==> src/rtl/pulse_period_meter_if.sv <==
// Control/result bundle for pulse_period_meter: start request with latched
// parameters going in, status and held measurement results coming out.
interface pulse_period_meter_if #(
    parameter int unsigned CNT_WIDTH = 32
);
    logic                 start;
    logic [7:0]           nper;
    logic [CNT_WIDTH-1:0] tout;
    logic                 busy;
    logic                 done;
    logic                 err;
    logic [CNT_WIDTH-1:0] period_o;
    logic [CNT_WIDTH-1:0] high_o;

    modport master (
        output start, nper, tout,
        input  busy, done, err, period_o, high_o
    );

    modport slave (
        input  start, nper, tout,
        output busy, done, err, period_o, high_o
    );
endinterface

==> src/rtl/pulse_period_meter.sv <==
// Measures clk cycles spanning nper periods of an asynchronous square wave, with timeout.
// High-time (duty) measurement is built only when PPM_DUTY_MEASURE_EN is defined.
module pulse_period_meter #(
    parameter int unsigned CNT_WIDTH = 32
) (
    input  logic                  clk,
    input  logic                  reset,
    input  logic                  pulse_i,
    pulse_period_meter_if.slave   bus
);
    localparam int unsigned CW = CNT_WIDTH;

    typedef enum logic [1:0] {StIdle, StWaitFirst, StMeasure, StDone} state_e;

    state_e          state_q, state_d;
    logic            sync1_q, sync2_q, dly_q;
    logic [7:0]      nper_q, nper_d;
    logic [7:0]      edge_q, edge_d;
    logic [CW-1:0]   tout_q, tout_d;
    logic [CW-1:0]   since_q, since_d;
    logic [CW-1:0]   cyc_q, cyc_d;
    logic [CW-1:0]   period_q, period_d;
    logic            err_q, err_d;

    logic            rise;
    logic            tmo;
    logic [CW-1:0]   since_inc, cyc_inc;
    logic [7:0]      edge_inc;

    assign rise      = sync2_q & ~dly_q;
    assign tmo       = (tout_q != '0) && (since_q == tout_q);
    assign since_inc = (since_q == '1) ? since_q : since_q + CW'(1);
    assign cyc_inc   = (cyc_q == '1) ? cyc_q : cyc_q + CW'(1);
    assign edge_inc  = edge_q + 8'd1;

`ifdef PPM_DUTY_MEASURE_EN
    logic [CW-1:0] high_q, high_d;
    logic [CW-1:0] high_res_q, high_res_d;
    logic [CW-1:0] high_inc;

    assign high_inc = (high_q == '1) ? high_q : high_q + CW'(1);
`endif

    always_ff @(posedge clk or posedge reset) begin
        if (reset) begin
            sync1_q <= 1'b0;
            sync2_q <= 1'b0;
            dly_q   <= 1'b0;
        end else begin
            sync1_q <= pulse_i;
            sync2_q <= sync1_q;
            dly_q   <= sync2_q;
        end
    end

    always_ff @(posedge clk or posedge reset) begin
        if (reset) begin
            state_q  <= StIdle;
            nper_q   <= '0;
            edge_q   <= '0;
            tout_q   <= '0;
            since_q  <= '0;
            cyc_q    <= '0;
            period_q <= '0;
            err_q    <= 1'b0;
        end else begin
            state_q  <= state_d;
            nper_q   <= nper_d;
            edge_q   <= edge_d;
            tout_q   <= tout_d;
            since_q  <= since_d;
            cyc_q    <= cyc_d;
            period_q <= period_d;
            err_q    <= err_d;
        end
    end

`ifdef PPM_DUTY_MEASURE_EN
    always_ff @(posedge clk or posedge reset) begin
        if (reset) begin
            high_q     <= '0;
            high_res_q <= '0;
        end else begin
            high_q     <= high_d;
            high_res_q <= high_res_d;
        end
    end
`endif

    always_comb begin
        state_d  = state_q;
        nper_d   = nper_q;
        edge_d   = edge_q;
        tout_d   = tout_q;
        since_d  = since_q;
        cyc_d    = cyc_q;
        period_d = period_q;
        err_d    = err_q;
`ifdef PPM_DUTY_MEASURE_EN
        high_d     = high_q;
        high_res_d = high_res_q;
`endif
        unique case (state_q)
            StIdle: begin
                if (bus.start) begin
                    nper_d  = (bus.nper == 8'd0) ? 8'd1 : bus.nper;
                    tout_d  = bus.tout;
                    since_d = '0;
                    state_d = StWaitFirst;
                end
            end
            StWaitFirst: begin
                if (rise) begin
                    since_d = '0;
                    cyc_d   = '0;
                    edge_d  = '0;
`ifdef PPM_DUTY_MEASURE_EN
                    high_d  = '0;
`endif
                    state_d = StMeasure;
                end else if (tmo) begin
                    err_d    = 1'b1;
                    period_d = '0;
`ifdef PPM_DUTY_MEASURE_EN
                    high_res_d = '0;
`endif
                    state_d  = StDone;
                end else begin
                    since_d = since_inc;
                end
            end
            StMeasure: begin
                cyc_d = cyc_inc;
`ifdef PPM_DUTY_MEASURE_EN
                if (sync2_q) high_d = high_inc;
`endif
                if (rise) begin
                    since_d = '0;
                    edge_d  = edge_inc;
                    // The closing edge cycle is included, so N periods of P give exactly N*P.
                    if (edge_inc == nper_q) begin
                        period_d = cyc_inc;
`ifdef PPM_DUTY_MEASURE_EN
                        high_res_d = high_inc;
`endif
                        err_d    = 1'b0;
                        state_d  = StDone;
                    end
                end else if (tmo) begin
                    err_d    = 1'b1;
                    period_d = '0;
`ifdef PPM_DUTY_MEASURE_EN
                    high_res_d = '0;
`endif
                    state_d  = StDone;
                end else begin
                    since_d = since_inc;
                end
            end
            StDone: begin
                state_d = StIdle;
            end
            default: begin
                state_d = StIdle;
            end
        endcase
    end

    assign bus.busy     = (state_q == StWaitFirst) || (state_q == StMeasure);
    assign bus.done     = (state_q == StDone);
    assign bus.err      = err_q;
    assign bus.period_o = period_q;
`ifdef PPM_DUTY_MEASURE_EN
    assign bus.high_o   = high_res_q;
`else
    assign bus.high_o   = '0;
`endif

endmodule

==> src/flat_wrapper.sv <==
// flat-port wrapper written by rule: the top's interface ports become plain ports
module pulse_period_meter_flat 
#(
    parameter int unsigned CNT_WIDTH = 32
)
  (clk, reset, pulse_i, bus_start, bus_nper, bus_tout, bus_busy, bus_done, bus_err, bus_period_o, bus_high_o);
  pulse_period_meter_if #(.CNT_WIDTH(CNT_WIDTH)) bus_i ();
  input  logic clk;
  input  logic reset;
  input  logic pulse_i;
  input wire logic [$bits(bus_i.start)-1:0] bus_start;
  input wire logic [$bits(bus_i.nper)-1:0] bus_nper;
  input wire logic [$bits(bus_i.tout)-1:0] bus_tout;
  output wire logic [$bits(bus_i.busy)-1:0] bus_busy;
  output wire logic [$bits(bus_i.done)-1:0] bus_done;
  output wire logic [$bits(bus_i.err)-1:0] bus_err;
  output wire logic [$bits(bus_i.period_o)-1:0] bus_period_o;
  output wire logic [$bits(bus_i.high_o)-1:0] bus_high_o;
  assign bus_i.start = bus_start;
  assign bus_i.nper = bus_nper;
  assign bus_i.tout = bus_tout;
  assign bus_busy = bus_i.busy;
  assign bus_done = bus_i.done;
  assign bus_err = bus_i.err;
  assign bus_period_o = bus_i.period_o;
  assign bus_high_o = bus_i.high_o;
  pulse_period_meter #(.CNT_WIDTH(CNT_WIDTH)) u_core (.clk(clk), .reset(reset), .pulse_i(pulse_i), .bus(bus_i));
endmodule
==> config.mk <==
export PLATFORM = sky130hd
export DESIGN_NAME = pulse_period_meter_flat
export DESIGN_NICKNAME = d
export VERILOG_FILES = /design/src/rtl/pulse_period_meter_if.sv /design/src/rtl/pulse_period_meter.sv /design/src/flat_wrapper.sv
export SDC_FILE = /design/constraint.sdc
export NUM_CORES = 1
export LEC_CHECK = 0
export ABC_AREA = 1
export CAP_MARGIN = 20
export CORE_MARGIN = 1
export CORE_UTILIZATION = 50
export CTS_BUF_LIST = sky130_fd_sc_hd__clkbuf_4 sky130_fd_sc_hd__clkbuf_8
export CTS_CLUSTER_DIAMETER = 120
export DETAILED_ROUTE_END_ITERATION = 16
export MAX_ROUTING_LAYER = met4
export PLACE_DENSITY = 0.76
export SYNTH_ARGS = -nofsm -noshare
export SYNTH_HDL_FRONTEND = slang
export SYNTH_SLANG_ARGS = --single-unit
==> constraint.sdc <==
create_clock -name clk -period 4.6 [get_ports clk]
set_input_delay 0.92 -clock clk [delete_from_list [all_inputs] [get_ports clk]]
set_output_delay 0.92 -clock clk [all_outputs]
set_load 0.03 [all_outputs]
==> flow_metrics.env <==
export IMPL_synth_compound_area_frac=0.0628
export IMPL_crit_chain="inv_1 > ha_1 > clkdlybuf4s50_1"
export IMPL_root_buffer="clkbuf_8"
export IMPL_synth_cells=1251
export IMPL_ff_latch_area_um2=3750
export IMPL_synth_mux_area_frac=0.0258
export IMPL_synth_flop_cell="dfrtp_1"
export IMPL_hold_viol=0
export IMPL_post_route_min_period_ns=3.21
export IMPL_antenna_found_initial=0
export IMPL_htree_levels=4
export IMPL_cpMaxStageDelayCell="clkdlybuf4s50_1"
export IMPL_switchingPower_mw=1.74
export IMPL_grt_start_max_net_pins=62
export IMPL_crit_arrival_ns=2.29
export IMPL_cts_tree="built"
export IMPL_synth_area_leaders="dfrtp_1 (41%), nand2_1 (16%), nor2_1 (5.6%)"
export IMPL_synthXorXnorAreaFrac=0.0621
export IMPL_instances_no_fill=1559
export IMPL_synth_top_family_by_area="simple AND/OR/NAND/NOR gates"
export IMPL_drv_slew=0
export IMPL_status="finished, final reports clean"
export IMPL_r2r_setup_slack_ns=1.46
export IMPL_hold_slack_ns=0.360
export IMPL_io_pins=111
export IMPL_die_h_um=137
export IMPL_worstSkewPairLatency_ns=0.47
export IMPL_ir_drop_mv=0.254
export IMPL_fin_tns_setup_ns=0
export IMPL_combPwrFrac=0.345
export IMPL_syn_cell_area_um2=9170
export IMPL_slew_headroom=0.350
export IMPL_synth_simple_area_share=0.326
export IMPL_clock_power_share=0.251
export IMPL_powerDensity_nw_per_um2=412
export IMPL_fmax_mhz=311
export IMPL_grt_pass1_vias=7836
export IMPL_synth_edf_count=0
export IMPL_final_nets=1371
export IMPL_min_period_over_period=0.698
export IMPL_route_detailed_drc=0
export IMPL_antenna_cells=0
export IMPL_tightest_slew_ns=0.969
export IMPL_async_flop_share=1.00
export IMPL_grtUsageTotal=0.278
export IMPL_synth_largest_area_cell="dfrtp_1"
export IMPL_synthAdderAreaFrac=0.0123
export IMPL_fill_cells=1692
export IMPL_hold_class="reg -> reg"
export IMPL_drt_pass1_iterations=5
export IMPL_max_cap_viol_count=0
export IMPL_die_area_um2=18900
export IMPL_placedCellCount=1527
export IMPL_cp_start_kind="flop"
export IMPL_yosys_warnings=0
export IMPL_critPathRequiredTime_ns=3.68
export IMPL_crit_start="u_core.state_q[1]"
export IMPL_synth_top_cells_by_count="nand2_1 (383), dfrtp_1 (150), nor2_1 (137)"
export IMPL_rr_startpoint="u_core.state_q[1]"
export IMPL_port_buffers=78
export IMPL_vias=8348
export IMPL_cts_buffers=17
export IMPL_end_kind="output port"
export IMPL_p_int_mw=2.57
export IMPL_grt_pass1_wl_um=38900
export IMPL_clk_pin_slew_ns=0.08
export IMPL_critPathKind="reg -> out"
export IMPL_cts_sinks=150
export IMPL_via_per_inst=5.35
export IMPL_rsz0062_at_grt="no"
export IMPL_overflow=0
export IMPL_ys_types=40
export IMPL_place_gp_congestion=0.981
export IMPL_design_area_um2=10400
export IMPL_holdBufCountCts=0
export IMPL_dieWidth_um=137
export IMPL_r2r_end="u_core.since_q[10]"
export IMPL_drt_iter0_markers=701
export IMPL_synth_top_area_share=0.409
export IMPL_endpoint="bus_busy"
export IMPL_final_util=0.581
export IMPL_drive_gt1_frac=0.0692
export IMPL_start_util=0.510
export IMPL_cpPeakStageDelay_ns=0.77
export IMPL_wire_per_inst_um=15.5
export IMPL_wl_um=24200
export IMPL_coreArea_um2=18000
export IMPL_clockBufferDepth=2
export IMPL_swShare=0.404
export IMPL_multi_input_area_um2=4610
export IMPL_num_rows=49
export IMPL_antenna_left=0
export IMPL_p_seq_frac=0.404
export IMPL_syn_to_final_growth_pct=13.9
export IMPL_dp_hpwl_um=18200
export IMPL_leakage_nw=4.68
export IMPL_r2r_cells=10
export IMPL_synth_most_common_cell="nand2_1"
export IMPL_crit_path_max_fanout=7
export IMPL_fin_skew_ns=0.0141
export IMPL_postCtsSetupBuffers=0
export IMPL_cts_resized=0
export IMPL_setup_viol=0
export IMPL_avgSynthCellArea_um2=7.33
export IMPL_dpl_cell_area_um2=10000
export IMPL_ys_seq_elements=150
export IMPL_synth_seq_area_share=0.409
[area by class of cell]
| cell class | count | area share |
|---|---|---|
| well taps | 229 | 0.0274 |
| repair buffers | 89 | 0.0858 |
| multi-input cells | 933 | 0.442 |
| clock inverters | 13 | 0.0165 |
| clock buffers | 18 | 0.0231 |
| inverters | 127 | 0.0460 |
| flip-flops and latches | 150 | 0.359 |
[cells in the final DEF (no fill, tap or decap), types with 6 or more instances in the layout]
cell type and instances:
clkbuf_8 17, nand3_1 70, o21ai_2 10, nor3_1 53, o21ai_0 50, nand4_1 40
a21oi_1 17, buf_4 9, ha_1 9, inv_1 124, nor2_1 135, dfrtp_1 150
conb_1 32, nand2_1 382, o21ai_1 11, xor2_1 40, xnor2_1 25, o22ai_1 6
clkdlybuf4s50_1 78, mux2_2 21
[critical path: cells and delay by family, from the launching register on]
family	cells	cell delay, ns
flip-flops	1	0.46
adder cells (fa/ha/maj)	1	0.48
buffers and inverters	2	0.89
[metal layers]
layer,part of all wire,vias up,wire [µm],GRT usage
met2,0.47,263,11500,0.449
met5,0,-,0,-
li1,-,4066,-,-
met4,0.021,0,507,0.0928
met3,0.055,49,1330,0.0504
met1,0.45,3970,10900,0.352
[worst min-delay path by stage]
stage,startpoint,endpoint,slack [ns],cells past startpoint
after floorplan,u_core.sync1_q,u_core.sync2_q,0.33,0
after global placement,u_core.sync1_q,u_core.sync2_q,0.34,0
after detailed placement,u_core.sync1_q,u_core.sync2_q,0.34,0
after CTS,u_core.sync1_q,u_core.sync2_q,0.36,0
after global routing,u_core.sync1_q,u_core.sync2_q,0.37,0
final,u_core.sync1_q,u_core.sync2_q,0.36,0
[cells by family (layout without fill, tap and decap cells)]
family / after synthesis / in the layout
and+or+nand+nor: 705 / 705
buffers and inverters: 199 / 247
xor gates and xnor gates: 65 / 65
adders and majority gates: 9 / 9
other: 1 / 32
AOI/OAI and AO/OA: 101 / 101
muxes: 21 / 21
DFF: 150 / 150
[through the flow]
stage               setup slack, ns  total power [mW]
floorplan                      1.79              2.86
global placement               1.71              3.17
detailed placement             1.58              3.21
CTS                            1.40              4.29
global route                   1.27              4.56
finish                         1.39              4.30
[state kept, by name, indices dropped and copies added, names as in the netlist, 2 cells and up]
name	count
u_core.cyc_q	32
u_core.edge_q	8
u_core.state_q	2
u_core.nper_q	8
u_core.tout_q	32
u_core.since_q	32
u_core.bus.period_o	32
[power groups by stage]
stage / clock, mW / combinational, mW / sequential (mW)
global placement: 0 / 1.42 / 1.75
CTS: 1.10 / 1.46 / 1.73
floorplan: 0 / 1.17 / 1.68
global route: 1.15 / 1.65 / 1.76
finish: 1.08 / 1.49 / 1.74
detailed placement: 0 / 1.46 / 1.75
No activity file was read; power rests on OpenSTA's default activity.
